File: src/rtl/seg7_scan_driver_pkg.sv
`default_nettype none
// ============================================================================
// Module      : seg7_scan_driver_pkg
// Description : Shared constants for the multiplexed seven-segment driver:
//               active-low segment codes (bit 6 = a .. bit 0 = g) for the hex
//               characters 0..F, the dark pattern and the mode encodings.
// Revision    : 1.0 - initial release
// ============================================================================
package seg7_scan_driver_pkg;

    // Segment patterns, active-low, ordered a b c d e f g (MSB = a)
    localparam logic [6:0] SEG_0     = 7'b0000001;
    localparam logic [6:0] SEG_1     = 7'b1001111;
    localparam logic [6:0] SEG_2     = 7'b0010010;
    localparam logic [6:0] SEG_3     = 7'b0000110;
    localparam logic [6:0] SEG_4     = 7'b1001100;
    localparam logic [6:0] SEG_5     = 7'b0100100;
    localparam logic [6:0] SEG_6     = 7'b0100000;
    localparam logic [6:0] SEG_7     = 7'b0001111;
    localparam logic [6:0] SEG_8     = 7'b0000000;
    localparam logic [6:0] SEG_9     = 7'b0000100;
    localparam logic [6:0] SEG_A     = 7'b0001000;
    localparam logic [6:0] SEG_B     = 7'b1100000;
    localparam logic [6:0] SEG_C     = 7'b1110010;
    localparam logic [6:0] SEG_D     = 7'b1000010;
    localparam logic [6:0] SEG_E     = 7'b0110000;
    localparam logic [6:0] SEG_F     = 7'b0111000;
    localparam logic [6:0] SEG_BLANK = 7'b1111111;

    // Display mode select
    localparam logic MODE_STATIC = 1'b0;
    localparam logic MODE_SCROLL = 1'b1;

    // One displayable character
    typedef logic [3:0] char_t;

endpackage
`default_nettype wire

File: src/rtl/seg7_hex_decode.sv
`default_nettype none
// ============================================================================
// Module      : seg7_hex_decode
// Description : Combinational 4-bit hex character to active-low 7-segment
//               pattern decoder.
// Revision    : 1.0 - initial release
// ============================================================================
module seg7_hex_decode
    import seg7_scan_driver_pkg::*;
(
    input  logic [3:0] char_i,
    output logic [6:0] seg_o
);

    // Character lookup; every code is listed so the default never survives
    always_comb begin
        seg_o = SEG_BLANK;
        case (char_i)
            4'h0: seg_o = SEG_0;
            4'h1: seg_o = SEG_1;
            4'h2: seg_o = SEG_2;
            4'h3: seg_o = SEG_3;
            4'h4: seg_o = SEG_4;
            4'h5: seg_o = SEG_5;
            4'h6: seg_o = SEG_6;
            4'h7: seg_o = SEG_7;
            4'h8: seg_o = SEG_8;
            4'h9: seg_o = SEG_9;
            4'hA: seg_o = SEG_A;
            4'hB: seg_o = SEG_B;
            4'hC: seg_o = SEG_C;
            4'hD: seg_o = SEG_D;
            4'hE: seg_o = SEG_E;
            4'hF: seg_o = SEG_F;
        endcase
    end

endmodule
`default_nettype wire

File: src/rtl/seg7_scan_driver.sv
`default_nettype none
// ============================================================================
// Module      : seg7_scan_driver
// Description : Time-multiplexed common-anode seven-segment driver. Shows
//               either a parallel static character bus or a rotating window
//               over a writable scroll message. Digit enables, segments and
//               decimal point are registered together so they never glitch
//               against each other.
// Revision    : 1.0 - initial release
// ============================================================================
module seg7_scan_driver
    import seg7_scan_driver_pkg::*;
#(
    parameter int NUM_DIGITS  = 4,
    parameter int REFRESH_DIV = 50000,
    parameter int DEAD_CYCLES = 500,
    parameter int MSG_LEN     = 16,
    parameter int SCROLL_DIV  = 25000000
) (
    input  logic                       clk,
    input  logic                       reset,
    input  logic                       mode,
    input  logic [4*NUM_DIGITS-1:0]    dataIn,
    input  logic [NUM_DIGITS-1:0]      blank,
    input  logic [NUM_DIGITS-1:0]      dp,
    input  logic                       wrEn,
    input  logic [$clog2(MSG_LEN)-1:0] wrAddr,
    input  logic [3:0]                 wrData,
    output logic [NUM_DIGITS-1:0]      an,
    output logic [6:0]                 LED,
    output logic                       dpOut,
    output logic [$clog2(MSG_LEN)-1:0] scrollPos
);

    localparam int CW = $clog2(REFRESH_DIV);
    localparam int IW = $clog2(NUM_DIGITS);
    localparam int AW = $clog2(MSG_LEN);
    localparam int SW = $clog2(SCROLL_DIV);

    localparam logic [CW-1:0] C_CNT_LAST = CW'(REFRESH_DIV - 1);
    localparam logic [CW-1:0] C_DEAD     = CW'(DEAD_CYCLES);
    localparam logic [IW-1:0] C_IDX_LAST = IW'(NUM_DIGITS - 1);
    localparam logic [SW-1:0] C_SC_LAST  = SW'(SCROLL_DIV - 1);
    localparam logic [AW-1:0] C_POS_LAST = AW'(MSG_LEN - 1);
    // One bit wider so a power-of-two message length is representable
    localparam logic [AW:0]   C_MSG_LEN  = (AW + 1)'(MSG_LEN);

    logic [CW-1:0]         cnt_q, cnt_d;
    logic [IW-1:0]         idx_q, idx_d;
    logic [SW-1:0]         sc_q, sc_d;
    logic [AW-1:0]         pos_q, pos_d;
    char_t                 msg_q [MSG_LEN];
    logic [NUM_DIGITS-1:0] an_q, an_d;
    logic [6:0]            led_q, led_d;
    logic                  dp_q, dp_d;

    logic [AW:0]           w_sum;
    logic [AW:0]           w_wrap;
    char_t                 w_char;
    logic [6:0]            w_seg;
    logic                  w_lit;

    // Slot timer and digit index advance
    always_comb begin
        cnt_d = cnt_q + 1'b1;
        idx_d = idx_q;
        if (cnt_q == C_CNT_LAST) begin
            cnt_d = '0;
            idx_d = (idx_q == C_IDX_LAST) ? '0 : idx_q + 1'b1;
        end
    end

    // Scroll timer runs only in scroll mode; position is frozen otherwise
    always_comb begin
        sc_d  = '0;
        pos_d = pos_q;
        if (mode == MODE_SCROLL) begin
            if (sc_q == C_SC_LAST) begin
                pos_d = (pos_q == C_POS_LAST) ? '0 : pos_q + 1'b1;
            end else begin
                sc_d = sc_q + 1'b1;
            end
        end
    end

    // Character for the current digit; the window index wraps by one subtract
    // since pos < MSG_LEN and idx < NUM_DIGITS <= MSG_LEN
    always_comb begin
        w_sum  = {1'b0, pos_q} + (AW + 1)'(idx_q);
        w_wrap = (w_sum >= C_MSG_LEN) ? (w_sum - C_MSG_LEN) : w_sum;
        if (mode == MODE_SCROLL) begin
            w_char = msg_q[w_wrap[AW-1:0]];
        end else begin
            w_char = dataIn[{idx_q, 2'b00} +: 4];
        end
    end

    seg7_hex_decode u_decode (
        .char_i (w_char),
        .seg_o  (w_seg)
    );

    // Next output pattern: dark during dead time or when the digit is blanked
    always_comb begin
        w_lit = (cnt_q >= C_DEAD) && !blank[idx_q];
        an_d  = w_lit ? ~(NUM_DIGITS'(1) << idx_q) : '1;
        led_d = w_lit ? w_seg : SEG_BLANK;
        dp_d  = w_lit ? ~dp[idx_q] : 1'b1;
    end

    // Slot and scroll counters
    always_ff @(posedge clk) begin
        if (reset) begin
            cnt_q <= '0;
            idx_q <= '0;
            sc_q  <= '0;
            pos_q <= '0;
        end else begin
            cnt_q <= cnt_d;
            idx_q <= idx_d;
            sc_q  <= sc_d;
            pos_q <= pos_d;
        end
    end

    // Message store; out-of-range write addresses are dropped
    always_ff @(posedge clk) begin
        if (reset) begin
            for (int i = 0; i < MSG_LEN; i++) begin
                msg_q[i] <= '0;
            end
        end else if (wrEn && ({1'b0, wrAddr} < C_MSG_LEN)) begin
            msg_q[wrAddr] <= wrData;
        end
    end

    // Output registers, all updated on the same edge
    always_ff @(posedge clk) begin
        if (reset) begin
            an_q  <= '1;
            led_q <= SEG_BLANK;
            dp_q  <= 1'b1;
        end else begin
            an_q  <= an_d;
            led_q <= led_d;
            dp_q  <= dp_d;
        end
    end

    assign an        = an_q;
    assign LED       = led_q;
    assign dpOut     = dp_q;
    assign scrollPos = pos_q;

endmodule
`default_nettype wire
File: config.mk
export PLATFORM = sky130hd
export DESIGN_NAME = seg7_scan_driver
export DESIGN_NICKNAME = d
export VERILOG_FILES = /design/src/rtl/seg7_scan_driver_pkg.sv /design/src/rtl/seg7_hex_decode.sv /design/src/rtl/seg7_scan_driver.sv
export SDC_FILE = /design/constraint.sdc
export NUM_CORES = 1
export LEC_CHECK = 0
export CAP_MARGIN = 10
export CORE_MARGIN = 2
export CORE_UTILIZATION = 46
export DETAILED_ROUTE_END_ITERATION = 10
export PLACE_DENSITY = 0.77
export SYNTH_ARGS = -nofsm -noshare
export SYNTH_HDL_FRONTEND = slang
export SYNTH_HIERARCHICAL = 1
export SYNTH_SLANG_ARGS = --single-unit
File: constraint.sdc
create_clock -name clk -period 4.2 [get_ports clk]
set_input_delay 1.05 -clock clk [delete_from_list [all_inputs] [get_ports clk]]
set_output_delay 1.05 -clock clk [all_outputs]
set_load 0.005 [all_outputs]
### Word level (Yosys, flattened, before mapping)

Memories as Yosys holds them, arrays and structs flattened. A register that Yosys moved wholly into a read port is not among the register bits.
Index checks and enable logic that the tools add are counted.

| word-level totals | value |
|---|---|
| flip-flop bits (word level) | 52 |
| bits in latches | 0 |
| RAM bits | 64 |
| word-level logic and storage cells | 50 |
| ROM bits | 112 |
| output and inout bits | 16 |
| memories kept | 2 |
| input port bits | 36 |

Memory list:

| memory | words | width | rd ports | clocked after memory_dff | wr ports | RTL line | source |
|---|---|---|---|---|---|---|---|
| (name not given) | 16 | 7 | 1 | 1 | 0 | seg7_hex_decode.sv:18 | `case (char_i)` |
| msg_q | 16 | 4 | 1 | 0 | 16 | seg7_scan_driver.sv:52 | `char_t msg_q [MSG_LEN];` |

| cells by class | value |
|---|---|
| shifts and indexed selects | 2 |
| muxes and demuxes | 16 |
| reduce and logical (&&, ||, !) cells | 7 |
| $lt $le $gt $ge | 3 |
| add/sub/neg operators | 6 |
| divide/modulo/power cells | 0 |
| multiply operators | 0 |
| bitwise logic cells | 4 |
| equality and inequality tests | 4 |

Operators by type and width:

| cell | count |
|---|---|
| 25-bit by 1-bit adder with 25-bit output, second input constant | 1 |
| 25-bit equality test, second input constant | 1 |
| 4-bit 2-to-1 mux | 5 |
| 16-bit by 1-bit adder with 16-bit output, second input constant | 1 |
| 16-bit equality test, second input constant | 1 |
| 16-bit by 9-bit >= comparator with 1-bit output, second input constant | 1 |
| 16-bit by 5-bit indexed part select with 4-bit output | 1 |
| 1-bit 2-to-1 mux | 8 |
| 4-bit by 2-bit adder with 5-bit output | 1 |
| 5-bit >= comparator, second input constant | 1 |
| 4-bit by 1-bit adder with 4-bit output, second input constant | 1 |
| 1-bit binary-select mux with 2-bit select | 2 |
| 4-bit equality test, second input constant | 1 |
| 4-bit inverter | 1 |
| 2-bit OR reduction | 2 |
| 4-bit OR reduction | 1 |
| 1-bit by 2-bit left shift with 4-bit output, first input constant | 1 |
| 4-bit by 1-bit subtractor with 4-bit output, second input constant | 1 |
| 2-bit by 3-bit < comparator with 1-bit output, second input constant | 1 |
| 1-bit inverter | 3 |
| 3-bit OR reduction | 1 |
| 2-bit by 1-bit adder with 2-bit output, second input constant | 1 |
| 2-bit equality test, second input constant | 1 |
| 2-bit 2-to-1 mux | 1 |
| 3 further kinds | 3 |

### Logic depth before layout (Yosys ltp)

Gate-level depths: netlist of run 1.

| depth | value |
|---|---|
| word-level depth | 6 |
| depth in mapped cells | 14 |
| gate-level depth less buffers | 12 |

### Cells and area by module

Netlist of run 1, hierarchy kept.

Modules (own cells, without submodules):

| module | instances | area each (um2) | sequential area each (um2) | cells an instance |
|---|---|---|---|---|
| seg7_scan_driver | 1 | 5913.2 | 3103.0 | 522 |
| seg7_hex_decode | 1 | 231.5 | 0.0 | 32 |

### Worst setup path after synthesis of run 1

No wires, ideal clock.

| timing | value |
|---|---|
| path kind | register to register |
| start point | register pos_q[0], in the netlist scrollPos[0] |
| end point | register led_q[6], in the netlist LED[6] |
| library setup time | 125 ps |
| path buffers | 2 |
| cell stages (with the launch flop) | 12 |
| period minus slack after synthesis | 3458 ps |
| slack | 742 ps |
| data arrival time | 3333 ps |
| required time | 4075 ps |
| path through | dfxtp_1 ha_1 fa_1 buf_1 clkbuf_1 mux4_2 mux2_2 nand4_1 o211ai_1 ha_1 mux4_2 nand2b_1 |

| on the way | value |
|---|---|
| longest elaborated chain between the ends | 5 |
| elaborated cells on any way between the ends | 6 |
| classes of those cells | 2 x add/sub; 1 x order compare; 2 x mux; 1 x memory |

Ends and longest elaborated chain:

| item | RTL line | source |
|---|---|---|
| start: declaration | seg7_scan_driver.sv:51 | `logic [AW-1:0] pos_q, pos_d;` |
| start signal: assignment | seg7_scan_driver.sv:122 | `pos_q <= pos_d;` |
| 4-bit by 2-bit adder with 5-bit output (*) | seg7_scan_driver.sv:89 | `w_sum = {1'b0, pos_q} + (AW + 1)'(idx_q);` |
| 4-bit by 1-bit subtractor with 4-bit output or 5-bit >= comparator (tied branches) | seg7_scan_driver.sv:90 | `w_wrap = (w_sum >= C_MSG_LEN) ? (w_sum - C_MSG_LEN) : w_sum;` |
| 4-bit 2-to-1 mux (*) | seg7_scan_driver.sv:90 |  |
| memory read 16 x 4 bit (*) | -- |  |
| 4-bit 2-to-1 mux (*) | seg7_scan_driver.sv:91 | `if (mode == MODE_SCROLL) begin` |
| via w_char[1] | seg7_scan_driver.sv:59 | `char_t w_char;` |
| end: declaration | seg7_scan_driver.sv:54 | `logic [6:0] led_q, led_d;` |

The timed path passes the listed nets; every way through them passes the cells marked *.
A chain may end at the register's enable or synchronous reset.

### Worst setup path in the final report of run 1

| timing | value |
|---|---|
| start point | register pos_q[0], in the netlist scrollPos[0] |
| end point | register led_q[3], in the netlist LED[3] |

The elaborated chain is that of the path after synthesis.

==> qor.yml, run 1 <==
timing:
  drv_slew: 0
  relSlewSlack_pct: 43.77
  rsz0062_at_grt: "no"
  hold_violations: 0
  timing.setup.tns_ns: 0
  max_freq_mhz: 286.5
  fin_crit_sh_pct: 83.11
  finClkSkew_ns: 0.009054
  setup_viol: 0
  setup_ws_ns: 0.7094
  worstMarginPinSlew_ns: 0.8397
  finalCriticalPeriod_ns: 3.491
synthesis:
  yosys_warnings: 6
  synth-seq-cells: 123
  syn_area_per_cell_sq_um: 11.09
  ys.flop_type: "edfxtp_1"
  synth-edff-count: 64
  syn_inst: 554
  ys_seq_area_share_pct: 50.50
  async_flop_share_pct: 0
  syn-cell-area_sq_um: 6145
  ys_types: 51
  yosys.area.top_type: "edfxtp_1"
  syn-num-nets: 607
  netlist_top_cells_area: "edfxtp_1, dfxtp_1, mux4_2"
  synth.top_cell.area_share_pct: 31.28
worst_setup_path:
  worstPathMaxFanout: 9
  cp-start-kind: "flip-flop"
  critical_path_class: "flip-flop to flip-flop"
  worstPathRequired_ns: 4.51
  crit_path_end_kind: "flip-flop"
  cp.arrival_ns: 3.80
drt:
  drt_first_pass_iters: 5
  wirelength_microns: 12900
  drtIter0Drc: 375
  wl_per_cell_microns: 16.29
  vias: 4323
  vias_per_cell: 5.458
  ant_nets: 0
  drc_errors: 0
floorplanning:
  die_h_microns: 119.6
  start_util_pct: 46.77
  core_area_sq_um: 13140
  rows: 42
  die_area_sq_um: 14300
  die_x_microns: 119.6
  ioPinCount: 52
pwr:
  powerDensity_nw_per_um2: 400.0
  irDropWorstVdd_mv: 0.2953
  p_leak_nw: 2.486
clock_tree:
  clockBufferDepth: 2
  clock-sinks: 123
  clk_latency_ns: 0.42
  cts_buffers: 17
  hold_buffers: 0
  cts_tree: "done"
  cts-root-buf: "clkbuf_16"
  path_clk_slew_ns: 0.05
  ctsResizeCount: 0
  htreeDepth: 4
  postCtsSetupRepairBufs: 0
global_routing:
  grt_util_all_layers_pct: 18.92
  gr-total-overflow: 0
  grt_max_degree: 26
  antenna_found_initial: 0
  first_global_vias: 4223
  grt_pass1_wl_microns: 20910
layout:
  layout.nets: 656
  drive_gt1_share_pct: 13.64
  area_delta_synth_final_pct: 20.16
  n_antenna_cell: 0
hold_path:
  hold_path.class: "flip-flop to flip-flop"
run:
  cap_violations: 0
placed_design:
  dp_slack_ns: 0.5636
  dpl.hpwl_microns: 9121
  gp_congestion: 0.9211
  port-buffer-count: 51
status:
  status: "finished clean"
## critical path, cell delays in order, from the launching register on
cell and delay (ns):
dfxtp_1 0.37, ha_1 0.25, fa_1 0.75, buf_4 0.25, mux4_2 0.20, mux2i_1 0.07
o211ai_1 0.44, inv_2 0.13, ha_1 0.25, or2_2 0.28, a21oi_1 0.15, a31oi_1 0.05
nand2b_1 0.19
## state kept, by name (all words and copies together), names as in the netlist
name	cells
dpOut	1
cnt_q	16
idx_q	2
sc_q	25
an	4
LED	7
msg_q	64
scrollPos	4
## synth_stat cells, types with 11 or more instances
| master | instances |
|---|---|
| ha_1 | 16 |
| inv_1 | 13 |
| nor2_1 | 47 |
| nand2b_1 | 12 |
| and2_1 | 65 |
| dfxtp_1 | 59 |
| or4_1 | 11 |
| clkbuf_1 | 17 |
| a21oi_1 | 23 |
| nand2_1 | 30 |
| nand3_1 | 16 |
| or2_2 | 19 |
| xnor2_1 | 15 |
| nand4_1 | 19 |
| edfxtp_1 | 64 |
| mux4_2 | 23 |
## where the power goes
part | leakage (nW) | internal (mW) | switching (mW) | total [mW]
combinational | 1.11 | 0.0775 | 0.0752 | 0.153
sequential | 1.09 | 1.30 | 0.0183 | 1.32
clock | 0.291 | 0.982 | 0.497 | 1.48
total | 2.49 | 2.36 | 0.590 | 2.95
## layer usage
metal  vias up  part of all wire (%)  track usage, %  wire length [microns]
met3        22                   4.8           4.943                    614
met4         0                   2.0           8.309                    257
met2       134                    49           31.32                   6374
li1       2113                     -               -                      -
met1      2054                    44           23.41                   5655
met5         -                     0               0                      0
## final cells by class
type                    count  area [sq um]
fillers                  1092          5754
clock inverters            10         147.6
flip-flops and latches    123          3103
multi-input cells         390          2860
inverters                  14         52.55
well taps                 176         220.2
clock buffers              22         444.2
repair buffers             57         555.5
## worst paths after layout
kind,from,end,slack (ns),depth (start not counted)
setup reg to reg,scrollPos[0]$_SDFFE_PP0P_,LED[3]$_SDFF_PP1_,0.71,12
setup / recovery,scrollPos[0]$_SDFFE_PP0P_,LED[3]$_SDFF_PP1_,0.71,12
hold / removal,sc_q[0]$_SDFF_PP0_,sc_q[0]$_SDFF_PP0_,0.46,1
hold reg to reg,sc_q[0]$_SDFF_PP0_,sc_q[0]$_SDFF_PP0_,0.46,1
## through the flow
stage	hold WS (ns)	total power [mW]	cell area [sq um]	utilization, %	cells
2_1_floorplan	0.4260	1.429	6145	-	554
4_1_cts	0.4726	2.966	7383	56.20	792
3_5_place_dp	0.4602	1.498	6792	51.70	760
5_1_grt	0.4997	3.030	7383	56.20	792
3_3_place_gp	0.4380	1.489	6792	51.70	760
6_report	0.4628	2.954	7383	56.20	792
## layout by cell type, fill, tap and decap left out, types with 15 or more instances in the layout
cell type        instances
a21oi_1                 23
and2_1                  65
clkbuf_16               17
clkdlybuf4s50_1         51
dfxtp_1                 59
edfxtp_1                64
ha_1                    16
mux4_2                  23
nand2_1                 30
nand3_1                 16
nand4_1                 19
nor2_1                  47
or2_2                   19
xnor2_1                 15
## kinds of logic (layout without fill, tap and decap cells)
family	Yosys count	in the layout	synth area share [%]
adder cells (fa/ha/maj)	17	17	3.584
XOR/XNOR	25	25	3.563
buffers and inverters	41	103	2.952
AND/OR/NAND/NOR	260	260	23.82
AO/OA/AOI/OAI	55	55	5.417
flip-flops	123	123	50.50
multiplexers	33	33	10.16
Power figures use the tool's default switching activity.
==> run 2, diff against run 1 <==
==> constraint.sdc (replaced) <==
create_clock -name clk -period 3.6 [get_ports clk]
set_input_delay 0.9 -clock clk [delete_from_list [all_inputs] [get_ports clk]]
set_output_delay 0.9 -clock clk [all_outputs]
set_load 0.005 [all_outputs]
==> qor.yml, run 2 (synthesis results as in run 1) <==
timing:
  max_freq_mhz: 293.0  # +2.3%
  hold_violations: 0  # unchanged
  rsz0062_at_grt: "no"
  finalCriticalPeriod_ns: 3.412  # -0.07813 ns
  whs_ns: 0.4561  # -0.006719 ns
  setup_viol: 0  # unchanged
  timing.setup.tns_ns: 0  # unchanged
  fin_crit_sh_pct: 94.79  # +12 points
  drv_slew: 0  # unchanged
  relSlewSlack_pct: 54.66  # +11 points
  finClkSkew_ns: 0.008033  # -0.001021 ns
  worstMarginPinSlew_ns: 0.6780  # -0.1618 ns
drt:
  dr_wl_met3_microns: 583  # -5.0%
  vias: 4410  # +2.0%
  drc_errors: 0  # unchanged
  ant_nets: 0  # unchanged
  drt_first_pass_iters: 4  # -1
  wl_met2_microns: 6643  # +4.2%
  wl_met1_microns: 5865  # +3.7%
  vias_per_cell: 5.513  # +0.99%
  wl_per_cell_microns: 16.47  # +1.1%
  dr.max_layer_used: "met4"
  drtIter0Drc: 318  # -15%
  wirelength_microns: 13180  # +2.1%
worst_setup_path:
  cp.arrival_ns: 3.72  # -0.08 ns
  crit_path_max_incr_delay_ns: 0.76  # about the same
  critical_path.slowest_cell: "fa_1"
  r2r_start: "scrollPos[0]$_SDFFE_PP0P_"
  startpoint: "scrollPos[0]$_SDFFE_PP0P_"
  cp-start-kind: "flip-flop"
  crit_path_end_kind: "flip-flop"
  crit_chain: "ha_1 > fa_1 > mux4_2 > mux2_2 > nand4_1 > o211ai_1 > buf_4 > ha_1 > mux4_2 > nand2b_1"
  worstPathMaxFanout: 9  # unchanged
  worstPathRequired_ns: 3.91  # -0.60 ns
  critical_path_class: "flip-flop to flip-flop"
floorplanning:
  core_area_sq_um: 13140  # unchanged
  die_x_microns: 119.6  # unchanged
  start_util_pct: 46.77  # unchanged
  die_area_sq_um: 14300  # unchanged
  ioPinCount: 52  # unchanged
  die_h_microns: 119.6  # unchanged
  rows: 42  # unchanged
global_routing:
  grt_max_degree: 26  # unchanged
  antenna_found_initial: 0  # unchanged
  gr-total-overflow: 0  # unchanged
  grt_util_all_layers_pct: 19.76  # +0.84 points
  first_global_vias: 4308  # +2.0%
  grt_pass1_wl_microns: 22010  # +5.3%
clock_tree:
  clk_latency_ns: 0.42  # about the same
  path_clk_slew_ns: 0.05  # about the same
  cts_tree: "done"
  htreeDepth: 4  # unchanged
  clockBufferDepth: 2  # unchanged
  cts_buffers: 17  # unchanged
  hold_buffers: 0  # unchanged
  clock-sinks: 123  # unchanged
  cts-root-buf: "clkbuf_16"
hold_path:
  min-delay-start: "sc_q[0]$_SDFF_PP0_"
  hold_path.class: "flip-flop to flip-flop"
placed_design:
  gp_congestion: 0.8536  # -7.3%
  port-buffer-count: 51  # unchanged
  dpl.hpwl_microns: 9347  # +2.5%
  placed_cell_area_sq_um: 6829  # +0.55%
run:
  cap_violations: 0  # unchanged
pwr:
  powerDensity_nw_per_um2: 458.7  # +15%
  irDropWorstVdd_mv: 0.3650  # +24%
  p_leak_nw: 2.532  # +1.8%
layout:
  utilization_pct: 56.66  # +0.46 points
  n_fill_cell: 1070  # -2.0%
  top_register: "msg_q"
  layout_commonest_cell: "and2_1"
  layout_common_cells: "and2_1, edfxtp_1, dfxtp_1"
  postLayoutCellArea_sq_um: 7443  # +0.81%
  area_delta_synth_final_pct: 21.14
  layout.nets: 664  # +1.2%
  largest_reg_flops: 64  # unchanged
  n_antenna_cell: 0  # unchanged
  drive_gt1_share_pct: 15.22  # +1.6 points
  top_regs: "msg_q (64), sc_q (25), cnt_q (16)"
status:
  status: "finished clean"
run 2: cell count changes in the layout (fill, tap and decap cells not counted):
cell / change
bufinv_16: -2
buf_4: +8
clkinv_2: +1
clkbuf_8: +3
clkinv_1: -2
clkbuf_1: -1
clkbuf_16: +1
run 2: timing repair:
item / CTS / global route
setup buffers: 0 / 3
gates resized for setup: 0 / 0
endpoints found under the setup margin: 0 / 2
run 2: stage by stage:
step	setup slack, ns	instances	power, mW
floorplan	0.1419	554	1.667
global placement	0.3159	765	1.745
detailed placement	0.1750	765	1.751
CTS	0.1596	797	3.427
global route	0.004817	800	3.520
finish	0.1875	800	3.414
run 2: final timing paths:
kind,end,slack [ns],depth (start not counted)
worst max-delay path,LED[6]$_SDFF_PP1_,0.19,10
worst min-delay path,sc_q[0]$_SDFF_PP0_,0.46,1
worst max register to register,LED[6]$_SDFF_PP1_,0.19,10
worst min register to register,sc_q[0]$_SDFF_PP0_,0.46,1
run 2: power breakdown:
| group | internal (mW) | switching (mW) | total [mW] | leakage (nW) |
|---|---|---|---|---|
| logic | 0.0951 | 0.0892 | 0.184 | 1.15 |
| clock network | 1.11 | 0.578 | 1.69 | 0.296 |
| registers | 1.52 | 0.0230 | 1.54 | 1.09 |
| total | 2.72 | 0.690 | 3.41 | 2.53 |
run 2: layout make-up:
class                   count  area [sq um]  share of cell area (%)
repair buffers             65         615.6                   8.270
inverters                  14         52.55                  0.7060
well taps                 176         220.2                   2.958
clock inverters             7         85.08                   1.143
clock buffers              25         506.7                   6.808
flip-flops and latches    123          3103                   41.69
multi-input cells         390          2860                   38.43
run 2: per-layer routing:
layer | vias up | track usage (%)
met5 | - | 0
met3 | 9 | 5.276
met2 | 111 | 32.36
met4 | 0 | 5.882
met1 | 2158 | 25.89
li1 | 2132 | -
run 2: critical path, delay by kind of cell, from the launching register on:
family	cells	cell delay [ns]
muxes	3	1.10
AOI/OAI and AO/OA	1	0.18
DFF	1	0.36
buffers and inverters	1	0.19
and+or+nand+nor	2	0.24
adders and majority gates	3	1.21
